$ cat src/rtl/serial_adder_pkg.sv
// Shared types and helpers for the digit-serial adder.
// Holds the FSM state encoding and the overflow rule.
package adder_pkg;

  typedef enum logic [1:0] {
    IDLE,
    RUN,
    DONE
  } sadd_state_t;

  function automatic logic ovf_calc(
    input logic c_msb_in,
    input logic c_out
  );
    return c_msb_in ^ c_out;
  endfunction

endpackage

$ cat src/rtl/serial_adder_if.sv
// Operand/result handshake bundle for serial_adder.
// master: producer+consumer side; slave: the adder.
interface serial_adder_if #(
  parameter int WIDTH = 8
);
  logic             in_valid;
  logic             in_ready;
  logic [WIDTH-1:0] a;
  logic [WIDTH-1:0] b;
  logic             cin;
  logic             out_valid;
  logic             out_ready;
  logic [WIDTH-1:0] sum;
  logic             cout;
  logic             ovf;

  modport master (
    output in_valid, a, b, cin, out_ready,
    input  in_ready, out_valid, sum, cout, ovf
  );

  modport slave (
    input  in_valid, a, b, cin, out_ready,
    output in_ready, out_valid, sum, cout, ovf
  );
endinterface

$ cat src/rtl/digit_adder.sv
// Combinational DIGIT-bit ripple adder.
// Ports: x, y, ci in; s, co, c_msb (carry into top bit) out.
module digit_adder #(
  parameter int DIGIT = 2
) (
  input  logic [DIGIT-1:0] x,
  input  logic [DIGIT-1:0] y,
  input  logic             ci,
  output logic [DIGIT-1:0] s,
  output logic             co,
  output logic             c_msb
);

  logic cy;

  always_comb begin
    cy    = ci;
    c_msb = ci;
    s     = '0;
    for (int i = 0; i < DIGIT; i++) begin
      c_msb = cy;
      s[i]  = x[i] ^ y[i] ^ cy;
      cy    = (x[i] & y[i]) | (cy & (x[i] ^ y[i]));
    end
    co = cy;
  end

endmodule

$ cat src/rtl/serial_adder.sv
// Digit-serial two's-complement adder, DIGIT bits per clock.
// Ports: clk, reset_n, bus (slave: in/out valid-ready, a, b, cin, sum, cout, ovf).
module serial_adder
  import adder_pkg::*;
#(
  parameter int WIDTH = 8,
  parameter int DIGIT = 2
) (
  input logic           clk,
  input logic           reset_n,
  serial_adder_if.slave bus
);

  localparam int NDIG = WIDTH / DIGIT;
  localparam int CW   = (NDIG > 1) ? $clog2(NDIG) : 1;

  if (WIDTH < 1 || DIGIT < 1 || (WIDTH % DIGIT) != 0) begin : g_bad
    $error("serial_adder: DIGIT must divide WIDTH");
  end

  sadd_state_t state_q, state_d;

  logic [WIDTH-1:0] a_q, b_q, ps_q, sum_q;
  logic             c_q, cout_q, ovf_q;
  logic [CW-1:0]    cnt_q;

  logic [DIGIT-1:0]       ds;
  logic                   dco, dmsb;
  logic [WIDTH+DIGIT-1:0] cat;
  logic [WIDTH-1:0]       ps_d;
  logic                   last, accept;

  digit_adder #(
    .DIGIT(DIGIT)
  ) u_dig (
    .x    (a_q[DIGIT-1:0]),
    .y    (b_q[DIGIT-1:0]),
    .ci   (c_q),
    .s    (ds),
    .co   (dco),
    .c_msb(dmsb)
  );

  // New digit enters at the MSB; after NDIG steps digit 0 sits at bit 0.
  assign cat    = {ds, ps_q};
  assign ps_d   = cat[WIDTH+DIGIT-1:DIGIT];
  assign last   = (cnt_q == CW'(NDIG - 1));
  assign accept = bus.in_valid && (state_q == IDLE);

  always_comb begin
    state_d = state_q;
    unique case (state_q)
      IDLE:    if (accept) state_d = RUN;
      RUN:     if (last) state_d = DONE;
      DONE:    if (bus.out_ready) state_d = IDLE;
      default: state_d = IDLE;
    endcase
  end

  always_ff @(posedge clk or negedge reset_n) begin
    if (!reset_n) state_q <= IDLE;
    else          state_q <= state_d;
  end

  always_ff @(posedge clk or negedge reset_n) begin
    if (!reset_n) begin
      a_q    <= '0;
      b_q    <= '0;
      ps_q   <= '0;
      c_q    <= 1'b0;
      cnt_q  <= '0;
      sum_q  <= '0;
      cout_q <= 1'b0;
      ovf_q  <= 1'b0;
    end else if (accept) begin
      a_q   <= bus.a;
      b_q   <= bus.b;
      c_q   <= bus.cin;
      ps_q  <= '0;
      cnt_q <= '0;
    end else if (state_q == RUN) begin
      a_q  <= a_q >> DIGIT;
      b_q  <= b_q >> DIGIT;
      ps_q <= ps_d;
      c_q  <= dco;
      if (last) begin
        sum_q  <= ps_d;
        cout_q <= dco;
        ovf_q  <= ovf_calc(dmsb, dco);
      end else begin
        cnt_q <= cnt_q + 1'b1;
      end
    end
  end

  assign bus.in_ready  = (state_q == IDLE);
  assign bus.out_valid = (state_q == DONE);
  assign bus.sum       = sum_q;
  assign bus.cout      = cout_q;
  assign bus.ovf       = ovf_q;

endmodule
$ cat src/flat_wrapper.sv
// flat-port wrapper written by rule: the top's interface ports become plain ports
module serial_adder_flat import adder_pkg::*;
#(
  parameter int WIDTH = 8,
  parameter int DIGIT = 2
)
  (clk, reset_n, bus_in_valid, bus_a, bus_b, bus_cin, bus_out_ready, bus_in_ready, bus_out_valid, bus_sum, bus_cout, bus_ovf);
  serial_adder_if #(.WIDTH(WIDTH)) bus_i ();
  input logic clk;
  input logic reset_n;
  input wire logic [$bits(bus_i.in_valid)-1:0] bus_in_valid;
  input wire logic [$bits(bus_i.a)-1:0] bus_a;
  input wire logic [$bits(bus_i.b)-1:0] bus_b;
  input wire logic [$bits(bus_i.cin)-1:0] bus_cin;
  input wire logic [$bits(bus_i.out_ready)-1:0] bus_out_ready;
  output wire logic [$bits(bus_i.in_ready)-1:0] bus_in_ready;
  output wire logic [$bits(bus_i.out_valid)-1:0] bus_out_valid;
  output wire logic [$bits(bus_i.sum)-1:0] bus_sum;
  output wire logic [$bits(bus_i.cout)-1:0] bus_cout;
  output wire logic [$bits(bus_i.ovf)-1:0] bus_ovf;
  assign bus_i.in_valid = bus_in_valid;
  assign bus_i.a = bus_a;
  assign bus_i.b = bus_b;
  assign bus_i.cin = bus_cin;
  assign bus_i.out_ready = bus_out_ready;
  assign bus_in_ready = bus_i.in_ready;
  assign bus_out_valid = bus_i.out_valid;
  assign bus_sum = bus_i.sum;
  assign bus_cout = bus_i.cout;
  assign bus_ovf = bus_i.ovf;
  serial_adder #(.WIDTH(WIDTH), .DIGIT(DIGIT)) u_core (.clk(clk), .reset_n(reset_n), .bus(bus_i));
endmodule
$ cat config.mk
export PLATFORM = sky130hd
export DESIGN_NAME = serial_adder_flat
export DESIGN_NICKNAME = d
export VERILOG_FILES = /design/src/rtl/serial_adder_pkg.sv /design/src/rtl/serial_adder_if.sv /design/src/rtl/digit_adder.sv /design/src/rtl/serial_adder.sv /design/src/flat_wrapper.sv
export SDC_FILE = /design/constraint.sdc
export NUM_CORES = 1
export LEC_CHECK = 0
export ABC_AREA = 1
export BUFFER_PORTS_ARGS = -buffer_cell sky130_fd_sc_hd__buf_2
export CAP_MARGIN = 20
export CORE_ASPECT_RATIO = 1.75
export CORE_MARGIN = 5
export CORE_UTILIZATION = 50
export CTS_BUF_LIST = sky130_fd_sc_hd__clkbuf_8
export CTS_CLUSTER_SIZE = 40
export DETAILED_ROUTE_END_ITERATION = 8
export GPL_ROUTABILITY_DRIVEN = 0
export PLACE_DENSITY = 0.74
export SYNTH_ARGS = -nofsm -noshare
export SYNTH_HDL_FRONTEND = slang
export SYNTH_SLANG_ARGS = --single-unit
export TNS_END_PERCENT = 10
$ cat constraint.sdc
create_clock -name clk -period 3.35 [get_ports clk]
set_input_delay 1.005 -clock clk [delete_from_list [all_inputs] [get_ports clk]]
set_output_delay 1.005 -clock clk [all_outputs]
set_load 0.03 [all_outputs]
==> summary by stage <==
STA
The clock period could shrink to 2.378 ns. The worst clock skew on the final layout is 0.003219 ns. For this run, the top clock speed supported by timing is 0.4205 GHz.

The relative max-transition margin is 0.4175. The number of setup violations in the final report is 0. The number of max-slew violations in the final report is 0. Setup repair after global routing left no endpoint under its margin. Setup total negative slack on the finished layout was measured at 0 ns.

The final hold violation count came to 0. The transition time at the pin with the least slew margin is 0.8737 ns. In the finished design, the share of the clock period the worst path needs comes to 0.7098.

Clocking
The worst-skew pair later-pin latency is 0.28 ns. The number of levels the H-tree was split into is 2. Buffers inserted to repair hold after CTS numbered 0. No sink is reached through more buffers than the 2 on the longest clock path. The clock drives 37 sinks.

The number of buffers created by CTS is 5. The post-CTS resize count is 0. TritonCTS built the clock tree. The register clock-pin slew on the reported worst setup and hold paths is 0.07 ns.

The tree is rooted in a sky130_fd_sc_hd__clkbuf_8. Post-CTS timing repair inserted 0 buffers for setup.

Setup path
The capture point of the worst path is bus_in_ready. The worst endpoint data arrival time is 1.37 ns. By startpoint and endpoint, the worst setup path is classified as flip-flop to output port. The largest fanout on the critical path is 19.

The worst setup path is launched from a flip-flop. For this run, the slowest stage of the critical path takes 0.49 ns. The endpoint identified for the worst register-to-register timing path is u_core.bus.ovf. The logic depth of the worst register-to-register path is 7. Among all stages on the critical path, the largest delay is contributed by sky130_fd_sc_hd__dfrtp_1. The setup check on the worst reg-to-reg path leaves a slack of 1.63 ns. The endpoint class of the critical path is an output port.

The signal on the critical path passes through nor2_4 > buf_4 > buf_2. The startpoint identified for the worst register-to-register timing path is u_core.c_q. The critical path starts at u_core.state_q[0]. The worst endpoint required time is 2.34 ns.

Die
The die covers 0.004530 sq mm. The height of the die is 85.37 microns. The number of primary I/O pins is 33. The number of core rows is 27.

The starting density of the core is 0.5165. The horizontal extent of the die is 53.07 microns. After floorplanning, the core was sized to cover 0.003142 sq mm.

Global routing
The number of antenna violations at the first check in global routing is 0. The total overflow left after global routing is 0. The number of global-route vias before repair is 1269.

The first global-routing pass estimated 5.409 mm of wire. The pin count of the biggest net entering global routing is 38. Across every metal layer, demand over resource in global routing totals 0.1568.

Pwr
The switching power is 0.0007493 W. Of the total power, the share spent switching nets is 0.3905. The share of power burned in the clock network is 0.233.

The share of power burned in combinational logic is 0.377. The internal power is 0.001169 W. The sum of internal, switching and leakage power is 0.001919 W. Of the total power, registers draw 0.390. The analysis attributes to cell leakage a power of 1.062 nW. The worst supply voltage drop on vdd is 831.2 uV. The total power density per cell area is 995.7 mW/mm^2.

Drt
The detail-routed net length per standard cell is 11.33 microns. The detailed router placed 1288 vias in this run. The wire length after detailed routing is 2.969 mm. Dividing the detail-routed via count by the number of cells gives 4.916. For this run, design rule violations remaining after detail routing come to 0. The detailed router's first-iteration violation count is 35. The number of antenna-violating nets in the routed design is 0. The number of detailed-routing iterations run before antenna repair is 4.

Final layout
The area growth from synthesis to layout is 18.74%. The area used by multi-input combinational logic is 619.3 sq um. The storage element area is 925.9 sq um. The net count reported at finish is 242.

The total inserted antenna cells is 0. The number of fillers in the final layout is 293. The share of the core filled with cells in the final layout is 0.6133. The fraction of final layout cells with drive strength greater than 1 is 0.2192.

Job
The tool flagged a number of max-cap violations equal to 0.

Yosys
After synthesis, the netlist uses 16 different library cells. The post-synthesis average cell area is 8.725 sq um. Synthesis produced a netlist whose cell count is 186. The net count of the mapped netlist is 210. The synthesized netlist occupies a cell area of 0.001623 sq mm.

In this run, synthesis produced a sequential element count of 37. The yosys synthesis warning count is 0. The proportion of synthesized chip area in sequential cells is 0.5705.

Status
The flow ran to the end, and the final reports show no timing, DRC or antenna violations.

Hold path
The tightest min-delay check is of the flip-flop to flip-flop type.

Placed design
Input and output buffers added on the ports amount to 32. The detailed placement HPWL is 2.074 mm.
-- cell type report --
class / count / area share
clock inverters: 3 / 0.03377
inverters: 5 / 0.009740
multi-input cells: 135 / 0.3214
flip-flops and latches: 37 / 0.4805
well taps: 43 / 0.02792
repair buffers: 34 / 0.09091
clock buffers: 5 / 0.03571
-- through the flow --
| stage | instance area [sq um] | instances | worst slack (ns) | hold WS [ns] |
|---|---|---|---|---|
| after floorplan | 1623 | 186 | 1.437 | 0.4422 |
| after global placement | 1793 | 254 | 1.141 | 0.4553 |
| after detailed placement | 1793 | 254 | 1.102 | 0.4587 |
| after CTS | 1927 | 262 | 0.9673 | 0.4757 |
| after global routing | 1927 | 262 | 0.8907 | 0.4958 |
| final | 1927 | 262 | 0.9720 | 0.4723 |
-- kinds of logic after synthesis --
group | synth area share
flip-flops | 0.5705
AO/OA/AOI/OAI | 0.01003
buffers and inverters | 0.04780
adder cells (fa/ha/maj) | 0.03238
AND/OR/NAND/NOR | 0.3392
-- placed cells by master (no fill, tap or decap), types with 3 or more instances in the layout --
cell / count
sky130_fd_sc_hd__nand2_1: 89
sky130_fd_sc_hd__dfrtp_1: 37
sky130_fd_sc_hd__nand3_1: 34
sky130_fd_sc_hd__buf_2: 32
sky130_fd_sc_hd__clkbuf_8: 5
sky130_fd_sc_hd__nor2_1: 3
sky130_fd_sc_hd__inv_1: 3
-- worst max-delay path, delay by kind of cell, from the launching register on --
kind / cells / cell delay (ns)
simple gates: 1 / 0.14
buf+inv: 2 / 0.45
flops: 1 / 0.49
-- worst min-delay path by stage --
stage	from	end	slack (ns)	cells after the start
after floorplan	u_core.a_q[6]	u_core.a_q[6]	0.44	2
after global placement	u_core.a_q[7]	u_core.a_q[7]	0.46	2
after detailed placement	u_core.ps_q[3]	u_core.bus.sum[1]	0.46	2
after CTS	u_core.a_q[6]	u_core.a_q[6]	0.48	2
after global routing	u_core.bus.sum[0]	u_core.bus.sum[0]	0.50	2
final	u_core.bus.sum[0]	u_core.bus.sum[0]	0.47	2
-- synth_stat cells --
cell,count,area share
sky130_fd_sc_hd__buf_2,5,0.015
sky130_fd_sc_hd__buf_4,3,0.014
sky130_fd_sc_hd__buf_6,1,0.0069
sky130_fd_sc_hd__dfrtp_1,37,0.57
sky130_fd_sc_hd__fa_1,2,0.025
sky130_fd_sc_hd__ha_1,1,0.0077
sky130_fd_sc_hd__inv_1,3,0.0069
sky130_fd_sc_hd__inv_2,2,0.0046
sky130_fd_sc_hd__nand2_1,89,0.21
sky130_fd_sc_hd__nand3_1,34,0.10
sky130_fd_sc_hd__nand4_1,1,0.0039
sky130_fd_sc_hd__nor2_1,3,0.0069
sky130_fd_sc_hd__nor2_2,1,0.0039
sky130_fd_sc_hd__nor2_4,2,0.014
sky130_fd_sc_hd__o21ai_2,1,0.0054
sky130_fd_sc_hd__o31ai_1,1,0.0046
-- flip-flops by register name (all words and copies together) (netlist names) --
name,flops
u_core.bus.ovf,1
u_core.a_q,8
u_core.bus.cout,1
u_core.bus.sum,8
u_core.ps_q,6
u_core.b_q,8
u_core.state_q,2
u_core.cnt_q,2
u_core.c_q,1
-- metal layers --
| metal | track usage | vias up | wire length (microns) |
|---|---|---|---|
| met5 | 0 | - | 0 |
| met4 | 0.05581 | 0 | 53 |
| met3 | 0.05272 | 5 | 183 |
| met2 | 0.2568 | 33 | 1489 |
| met1 | 0.1871 | 600 | 1243 |
| li1 | - | 650 | - |
-- power groups by stage --
stage	registers [W]	logic, W	clock network, W
after detailed placement	0.000753	0.000731	0
after global routing	0.000771	0.000829	0.000481
after floorplan	0.000808	0.000518	0
after global placement	0.000753	0.000715	0
after CTS	0.000747	0.000736	0.000458
final	0.000747	0.000724	0.000447
(Power assumes the default switching activity.)
